--- src/rtl/ark_pkg.sv ---
// ark_pkg: shared definitions for the AddRoundKey stream block.
//   - ARK_DATA_W / ARK_NUM_KEYS : default state width and round-key bank depth
//   - skid_state_e              : occupancy of the two-entry output buffer
//   - kidx_w_for()              : key index width needed to address a bank
package ark_pkg;

  localparam int ARK_DATA_W   = 128;
  localparam int ARK_NUM_KEYS = 11;

  // EMPTY: nothing buffered, ONE: main register valid, TWO: main + skid valid
  typedef enum logic [1:0] {
    EMPTY = 2'd0,
    ONE   = 2'd1,
    TWO   = 2'd2
  } skid_state_e;

  // Smallest index width able to address n entries (at least 1 bit).
  function automatic int kidx_w_for(input int n);
    if (n <= 2) return 1;
    return $clog2(n);
  endfunction

endpackage

--- src/rtl/ark_key_bank.sv ---
// ark_key_bank: round-key storage.
//   clk, rst : clock, asynchronous active-high reset (clears every entry)
//   we, waddr, wdata : single write port; out-of-range addresses are dropped
//   raddr, rdata     : combinational read port; out-of-range reads return 0
// A write becomes visible on rdata from the cycle after the write edge, so a
// same-cycle read returns the old contents.
module ark_key_bank import ark_pkg::*; #(
  parameter int DATA_W   = ARK_DATA_W,
  parameter int NUM_KEYS = ARK_NUM_KEYS,
  parameter int KIDX_W   = kidx_w_for(NUM_KEYS)
) (
  input  logic              clk,
  input  logic              rst,
  input  logic              we,
  input  logic [KIDX_W-1:0] waddr,
  input  logic [DATA_W-1:0] wdata,
  input  logic [KIDX_W-1:0] raddr,
  output logic [DATA_W-1:0] rdata
);

  localparam logic [KIDX_W:0] NK = (KIDX_W+1)'(NUM_KEYS);

  logic [DATA_W-1:0] mem [NUM_KEYS];

  logic waddr_ok;
  logic raddr_ok;

  assign waddr_ok = ({1'b0, waddr} < NK);
  assign raddr_ok = ({1'b0, raddr} < NK);

  always_ff @(posedge clk or posedge rst) begin
    if (rst) begin
      for (int i = 0; i < NUM_KEYS; i++) mem[i] <= '0;
    end else if (we && waddr_ok) begin
      mem[waddr] <= wdata;
    end
  end

  // Out-of-range index reads as an all-zero key: data passes unchanged.
  assign rdata = raddr_ok ? mem[raddr] : '0;

endmodule

--- src/rtl/ark_stream.sv ---
// ark_stream: streaming AddRoundKey (out_data = in_data XOR bank[in_kidx]).
//   clk, rst                     : clock, asynchronous active-high reset
//   key_we, key_waddr, key_wdata : round-key bank write port (never stalls flow)
//   in_valid, in_ready, in_data, in_kidx     : input stream
//   out_valid, out_ready, out_data, out_kidx : output stream
//   err_kidx  : one-cycle pulse the cycle after accepting an out-of-range index
//   state_dbg : current buffer occupancy state (skid_state_e encoding)
//
// Handshake: a beat moves on a rising edge where valid and ready are both
// high; valid, once raised, holds with its payload stable until that edge.
//
// The XOR happens at acceptance, so the key captured is the bank content
// before any same-cycle write. Results sit in a main register with a skid
// register behind it; in_ready is registered and only drops when both are
// full, which keeps full throughput without a combinational ready path.
module ark_stream import ark_pkg::*; #(
  parameter int DATA_W   = ARK_DATA_W,
  parameter int NUM_KEYS = ARK_NUM_KEYS,
  parameter int KIDX_W   = kidx_w_for(NUM_KEYS)
) (
  input  logic              clk,
  input  logic              rst,
  input  logic              key_we,
  input  logic [KIDX_W-1:0] key_waddr,
  input  logic [DATA_W-1:0] key_wdata,
  input  logic              in_valid,
  output logic              in_ready,
  input  logic [DATA_W-1:0] in_data,
  input  logic [KIDX_W-1:0] in_kidx,
  output logic              out_valid,
  input  logic              out_ready,
  output logic [DATA_W-1:0] out_data,
  output logic [KIDX_W-1:0] out_kidx,
  output logic              err_kidx,
  output logic [1:0]        state_dbg
);

  localparam logic [KIDX_W:0] NK = (KIDX_W+1)'(NUM_KEYS);

  skid_state_e       state;
  skid_state_e       next_state;
  logic [DATA_W-1:0] key_rdata;
  logic [DATA_W-1:0] result;
  logic [DATA_W-1:0] main_data;
  logic [KIDX_W-1:0] main_kidx;
  logic [DATA_W-1:0] skid_data;
  logic [KIDX_W-1:0] skid_kidx;
  logic              accept;
  logic              drain;
  logic              kidx_bad;

  ark_key_bank #(
    .DATA_W   (DATA_W),
    .NUM_KEYS (NUM_KEYS),
    .KIDX_W   (KIDX_W)
  ) u_bank (
    .clk   (clk),
    .rst   (rst),
    .we    (key_we),
    .waddr (key_waddr),
    .wdata (key_wdata),
    .raddr (in_kidx),
    .rdata (key_rdata)
  );

  assign accept   = in_valid && in_ready;
  assign drain    = out_valid && out_ready;
  assign result   = in_data ^ key_rdata;
  assign kidx_bad = ({1'b0, in_kidx} >= NK);

  always_comb begin
    next_state = state;
    unique case (state)
      EMPTY: if (accept) next_state = ONE;
      ONE: begin
        if (accept && !drain)      next_state = TWO;
        else if (!accept && drain) next_state = EMPTY;
      end
      TWO:     if (drain) next_state = ONE;
      default: next_state = EMPTY;
    endcase
  end

  always_ff @(posedge clk or posedge rst) begin
    if (rst) begin
      state     <= EMPTY;
      in_ready  <= 1'b0;
      out_valid <= 1'b0;
      err_kidx  <= 1'b0;
      main_data <= '0;
      main_kidx <= '0;
      skid_data <= '0;
      skid_kidx <= '0;
    end else begin
      state     <= next_state;
      // Ready/valid follow the state being entered, so they stay registered.
      in_ready  <= (next_state != TWO);
      out_valid <= (next_state != EMPTY);
      err_kidx  <= accept && kidx_bad;
      unique case (state)
        EMPTY: begin
          if (accept) begin
            main_data <= result;
            main_kidx <= in_kidx;
          end
        end
        ONE: begin
          if (accept && drain) begin
            main_data <= result;
            main_kidx <= in_kidx;
          end else if (accept) begin
            // Main is still waiting downstream; park the new beat behind it.
            skid_data <= result;
            skid_kidx <= in_kidx;
          end
        end
        TWO: begin
          if (drain) begin
            main_data <= skid_data;
            main_kidx <= skid_kidx;
          end
        end
        default: ;
      endcase
    end
  end

  assign out_data  = main_data;
  assign out_kidx  = main_kidx;
  assign state_dbg = state;

endmodule

--- config.mk ---
export PLATFORM = sky130hd
export DESIGN_NAME = ark_stream
export DESIGN_NICKNAME = d
export VERILOG_FILES = /design/src/rtl/ark_pkg.sv /design/src/rtl/ark_key_bank.sv /design/src/rtl/ark_stream.sv
export SDC_FILE = /design/constraint.sdc
export NUM_CORES = 2
export LEC_CHECK = 0
export ABC_AREA = 1
export CORE_MARGIN = 4
export CORE_UTILIZATION = 33
export DETAILED_ROUTE_END_ITERATION = 8
export GPL_TIMING_DRIVEN = 0
export PLACE_DENSITY = 0.57
export SETUP_SLACK_MARGIN = 0.5
export SLEW_MARGIN = 10
export SYNTH_ARGS = -nofsm -noshare
export SYNTH_HDL_FRONTEND = slang
export SYNTH_HIERARCHICAL = 1
export SYNTH_SLANG_ARGS = --single-unit
export TNS_END_PERCENT = 20
--- constraint.sdc ---
create_clock -name clk -period 52.8 [get_ports clk]
set_input_delay 7.92 -clock clk [delete_from_list [all_inputs] [get_ports clk]]
set_output_delay 7.92 -clock clk [all_outputs]
set_load 0.02 [all_outputs]
Word-level counts from Yosys, hierarchy flattened. Cells that the tools add are included.

Logic and storage cells: 70. Register bits after elaboration: 1677.

Muxes and demuxes: 20. Eq/ne operators: 6. $lt $le $gt $ge: 6. Bitwise logic cells: 4. Reduce and logical (&&, ||, !) cells: 15.

Operators by type and width (count): bitwise mux 1408 bit (1); two-way mux 128 bit (7); binary-select mux 128 bit (select 4 bit) (1); demux 128 bit (select 4 bit) (1); one-hot mux 128 bit (3 select lines) (1); XOR 128 bit (1); two-way mux 4 bit (3); one-hot mux 4 bit (3 select lines) (1); >= comparator 5 bit (second input constant) (2); NOT 4 -> 5 bit (2); logical AND 1 bit (8); less-than comparator 4 bit (second input constant) (2); two-way mux 2 bit (4); inequality test 2 bit (second input constant) (4); one-hot mux 2 bit (3 select lines) (1); less-than comparator 5 x 1 -> 1 bit (second input constant) (1); >= comparator 4 bit (second input constant) (1); AND reduction 4 bit (1); AND reduction 3 bit (1); nonzero test 3 bit (1); == test 2 x 1 -> 1 bit (second input constant) (1); == test 2 bit (second input constant) (1); zero test 1 bit (2); zero test 2 bit (1); 2 further kinds (2).

Longest topological paths before layout.
Depth in word-level cells: 8. Gate-level depth with buffers: 16.

Cells and area by module. Netlist, hierarchy kept.

By module, submodules not included: ark_key_bank (seq. area each 35233.8 um^2, area an instance 65674.2 um^2, times used 1, cells an instance 8428); ark_stream (seq. area each 6731.5 um^2, area an instance 13914.6 um^2, times used 1, cells an instance 2073).

Least setup slack after synthesis. OpenSTA, ideal clock, no wires.

Path type: input-to-reg. Start: input in_kidx[0]. End: register main_data[127], in the netlist out_data[127]. Arrival time: 9.209 ns. Setup time: 0.117 ns. Path buffers: 5. Path slack: 43.474 ns. Cell stages on the path: 15. Cell sequence: buf_6 -> buf_6 -> buf_6 -> buf_6 -> buf_6 -> o211ai_1 -> nand2_1 -> nand3_1 -> nand2_1 -> inv_1 -> nand2_1 -> nand3_1 -> nand2_1 -> nand2_1 -> nand2_1.

Word-level cells in the longest chain between the ends: 8. Elaborated cells on any way between the ends: 10. Those cells by class: order compare: 1; mux: 7; bitwise: 2.

RTL lines: start: declaration (RTL line ark_stream.sv:29) `input logic [KIDX_W-1:0] in_kidx,`; NOT 4 -> 5 bit (not written as such) (RTL line ark_key_bank.sv:40) `assign rdata = raddr_ok ? mem[raddr] : '0;`; binary-select mux 128 bit (select 4 bit) (RTL line ark_key_bank.sv:40); two-way mux 128 bit (not written as such) (2 in a row) (RTL line ark_key_bank.sv:40); two-way mux 128 bit (*) (RTL line ark_key_bank.sv:40); via key_rdata[127] (RTL line ark_stream.sv:42) `logic [DATA_W-1:0] key_rdata;`; XOR 128 bit (*) (RTL line ark_stream.sv:68) `assign result = in_data ^ key_rdata;`; two-way mux 128 bit (on tied branches) (RTL line ark_stream.sv:108, ark_stream.sv:102); one-hot mux 128 bit (3 select lines) (*) (RTL line ark_stream.sv:100) `unique case (state)`; end signal: assignment (RTL line ark_stream.sv:103) `main_data <= result;`; end signal: assignment (RTL line ark_stream.sv:109) `main_data <= result;`; end signal: assignment (RTL line ark_stream.sv:119) `main_data <= skid_data;`; end: declaration (RTL line ark_stream.sv:44) `logic [DATA_W-1:0] main_data;`.

Mark *: on every way through the listed nets, which the timed path passes. The rest lies on a longest branch. The select of a mux whose other input is x is not followed. A chain may end at the register's enable or synchronous reset.

Worst setup path in the final report. Same ends and word-level chain as after synthesis.

==> impl_results.md <==
* Non-Filler Instances at 14.5k
* Unrepaired setup endpoints after global routing: false
* Initial DRC Count at a little under 8k
* Fraction of layout cells with a size suffix above 1 at 0.0665
* Drt total wl at about 320 mm
* Total core area at around 240000 µm²
* Cell Rows at between 150 and 200
* Syn_area_per_cell at 7.58 µm²
* PD cells at 44.4 nW/µm²
* Final Hold Viols at 0
* Wirelength per Cell at between 20 and 25 µm
* Gr busiest metal: met2
* Synth Warn # at 6
* TritonCTS buffer count at just under 200
* Drc violations at 0
* Tightest Pin Transition at 1.38 ns
* Leak pwr at 47.0 nW
* Setup Crit Path Kind: in2reg
* Unique masters post-synth at 26
* Cell count after placement at 14.1k
* DRT Pass-1 Iters at 8
* PortBufs at 404
* CP Launch Type: input pin
* Post-synthesis cell area at 79600 µm²
* Critical Path RT at about 54 ns
* Max FO, Critical Path at 10
* Grt ovf at 0
* CTS Sinks at 1677
* Vert. Die Dim at roughly 500 µm
* Routability cong. at around 0.9
* Final ANT Viol Nets at 0
* Hold_buf cts at 0
* # setup viols final at 0
* Fin util at 0.395
* Area delta synth->final at 19.2%
* Endpoint type of the worst setup path: flip-flop
* Max VDD drop at 28.8 µV
* Cells after Synth at 10.5k
* Slew HR at 0.0778
* Synth Register Bits at 1677
* First-pass GRT wire length at 474 mm
* DP Wirelength at 228 mm
* Worst EP arrival at 11.99 ns
* Nets at 11.4k
* Worst-Skew Late Latency at ~0.86 ns
* Met2 Use GR at 0.384
* Final Critical Period at 11.19 ns
* H-tree depth at 4
* Largest net degree at the start of global routing at approximately 120
* Setup crit start: in_kidx[0]
* Seq/Total Area, Yosys at 0.527
* Fmax at 89.4 MHz
* Die W at 499 µm
* Fin. max-slew vios at 0
* Via/cell ratio at approximately 5.2
* Post-CTS Resized at 0
* Syn_nets at 10.8k
* Post-CTS setup buffer count at 0
* Setup Skew at just under 0.05 ns
* GR Layer Usage met3 at 0.0554
* I/O Pins at 406
* Vias in the first global route at around 70k
* Die ar. at between 200000 and 250000 µm²
* RR Startpoint: state_dbg[0]$_DFF_PP0_
* Hold Crit Class: reg2reg
* Initial Utilization at 0.331
* Reg clk slew, reported paths at 0.06 ns
* TNS Setup at 0 ns
* MaxCap Viol Count at 0
* Antenna violations before repair at 36
* Root Driver: clkbuf_16
* Met1 usage at 0.338
* Min-delay src: out_data[53]$_DFFE_PP0P_
* Tcrit/Tclk final at 0.212
* Via Count at 75.0k
* Longest Clk Path Bufs at 3
* All-Layer GR Usage at 0.253
* TritonCTS clock tree: done
* Outcome: completed
-- metrics by stage --
step           power, mW  area [µm²]  hold WS, ns  worst slack [ns]
2_1_floorplan       2.40       79600        0.448              5.18
3_5_place_dp        2.82       88200        0.464             40.93
5_1_grt             4.46       94800        0.490             41.58
6_report            4.22       94900        0.475             41.61
3_3_place_gp        2.79       87600        0.460            -10.54
4_1_cts             4.24       94800        0.481             41.85
-- kinds of logic (layout without fill, tap and decap cells) --
| logic type | Yosys count | after routing | share of synthesized area |
|---|---|---|---|
| AND/OR/NAND/NOR | 5324 | 5324 | 0.266 |
| AO/OA/AOI/OAI | 1779 | 1779 | 0.116 |
| buffers and inverters | 1721 | 2498 | 0.0902 |
| flip-flops | 1677 | 1677 | 0.527 |
| other | 0 | 24 | 0 |
-- final timing paths --
kind / cells past startpoint / to / slack [ns]
worst max-delay path: 17 / out_data[127]$_DFFE_PP0P_ / 41.61
worst max register to register: 10 / out_data[122]$_DFFE_PP0P_ / 48.89
worst min register to register: 2 / out_data[53]$_DFFE_PP0P_ / 0.47
max in group asynchronous: 7 / u_bank/mem[780]$_DFFE_PP0P_ / 42.27
min in group asynchronous: 2 / u_bank/mem[56]$_DFFE_PP0P_ / 7.69
worst min-delay path: 2 / out_data[53]$_DFFE_PP0P_ / 0.47
-- synth_stat cells --
cell      instances  share of area
a211oi_2          1        0.00016
a21oi_1           1       0.000063
buf_1            42         0.0020
buf_2           296          0.019
buf_4             7        0.00066
buf_6            37         0.0052
clkbuf_1        389          0.018
clkbuf_2         32         0.0020
dfrtp_1        1677           0.53
inv_1           909          0.043
inv_2             8        0.00038
inv_4             1       0.000079
nand2_1        4126           0.19
nand2_2           2        0.00016
nand2_4           1        0.00014
nand3_1         795          0.050
nand3_2          10         0.0013
nand3b_1         38         0.0036
nand4_1           1       0.000079
nor2_1          347          0.016
nor2_2            3        0.00024
nor3b_1           1       0.000094
o211ai_1         91         0.0086
o211ai_2         13         0.0020
o21ai_0        1484          0.093
o21ai_1         189          0.012
-- per-layer routing --
metal | wire [µm] | part of all wire | vias to the layer above
met5 | 68 | 0.00021 | -
met1 | 135000 | 0.42 | 36600
met3 | 28100 | 0.087 | 661
li1 | - | - | 34200
met4 | 19000 | 0.059 | 8
met2 | 142000 | 0.44 | 3526
-- flip-flops by register name (all words and copies together), names as in the netlist --
register,count
state_dbg,2
skid_kidx,4
skid_data,128
u_bank/mem,1408
out_kidx,4
out_valid,1
out_data,128
in_ready,1
err_kidx,1
-- critical path, cell delays in order --
cell and delay, ns:
clkdlybuf4s50_1 0.55, buf_6 0.27, inv_4 0.12, nand2_2 0.20
inv_2 0.14, buf_2 0.92, buf_2 0.48, nand2_1 0.08
o21ai_1 0.10, nand2_1 0.15, nand2_1 0.21, inv_1 0.06
nand2_1 0.07, nand3_1 0.30, nand2_1 0.22, nand2_1 0.07
nand2_1 0.07
-- layout by cell type (no fill, tap or decap), types with 42 or more instances in the layout --
cell type           n
o211ai_1           91
o21ai_0          1484
o21ai_1           189
inv_1             907
clkbuf_16         195
buf_2             295
buf_1              42
clkdlybuf4s50_1   404
clkbuf_8           42
dfrtp_1          1677
nor2_1            347
clkbuf_1          426
nand2_1          4126
nand3_1           795
-- report_power, final --
group	leakage [nW]	internal [mW]	switching, mW
combinational	22.4	0.368	0.640
clock	3.27	0.828	0.582
sequential	21.3	1.62	0.181
-- cell type report --
type / instances / area [µm²]
Timing Repair Buffer: 424 / 4570
Buffer: 803 / 3730
Inverter: 918 / 3460
Clock buffer: 276 / 5600
Tap cell: 3185 / 3990
Clock inverter: 77 / 1040
Antenna cell: 24 / 60.1
Multi-Input combinational cell: 7103 / 30500
Sequential cell: 1677 / 42000
Fill cell: 24600 / 145000
No activity file was read; power rests on OpenSTA's default activity.
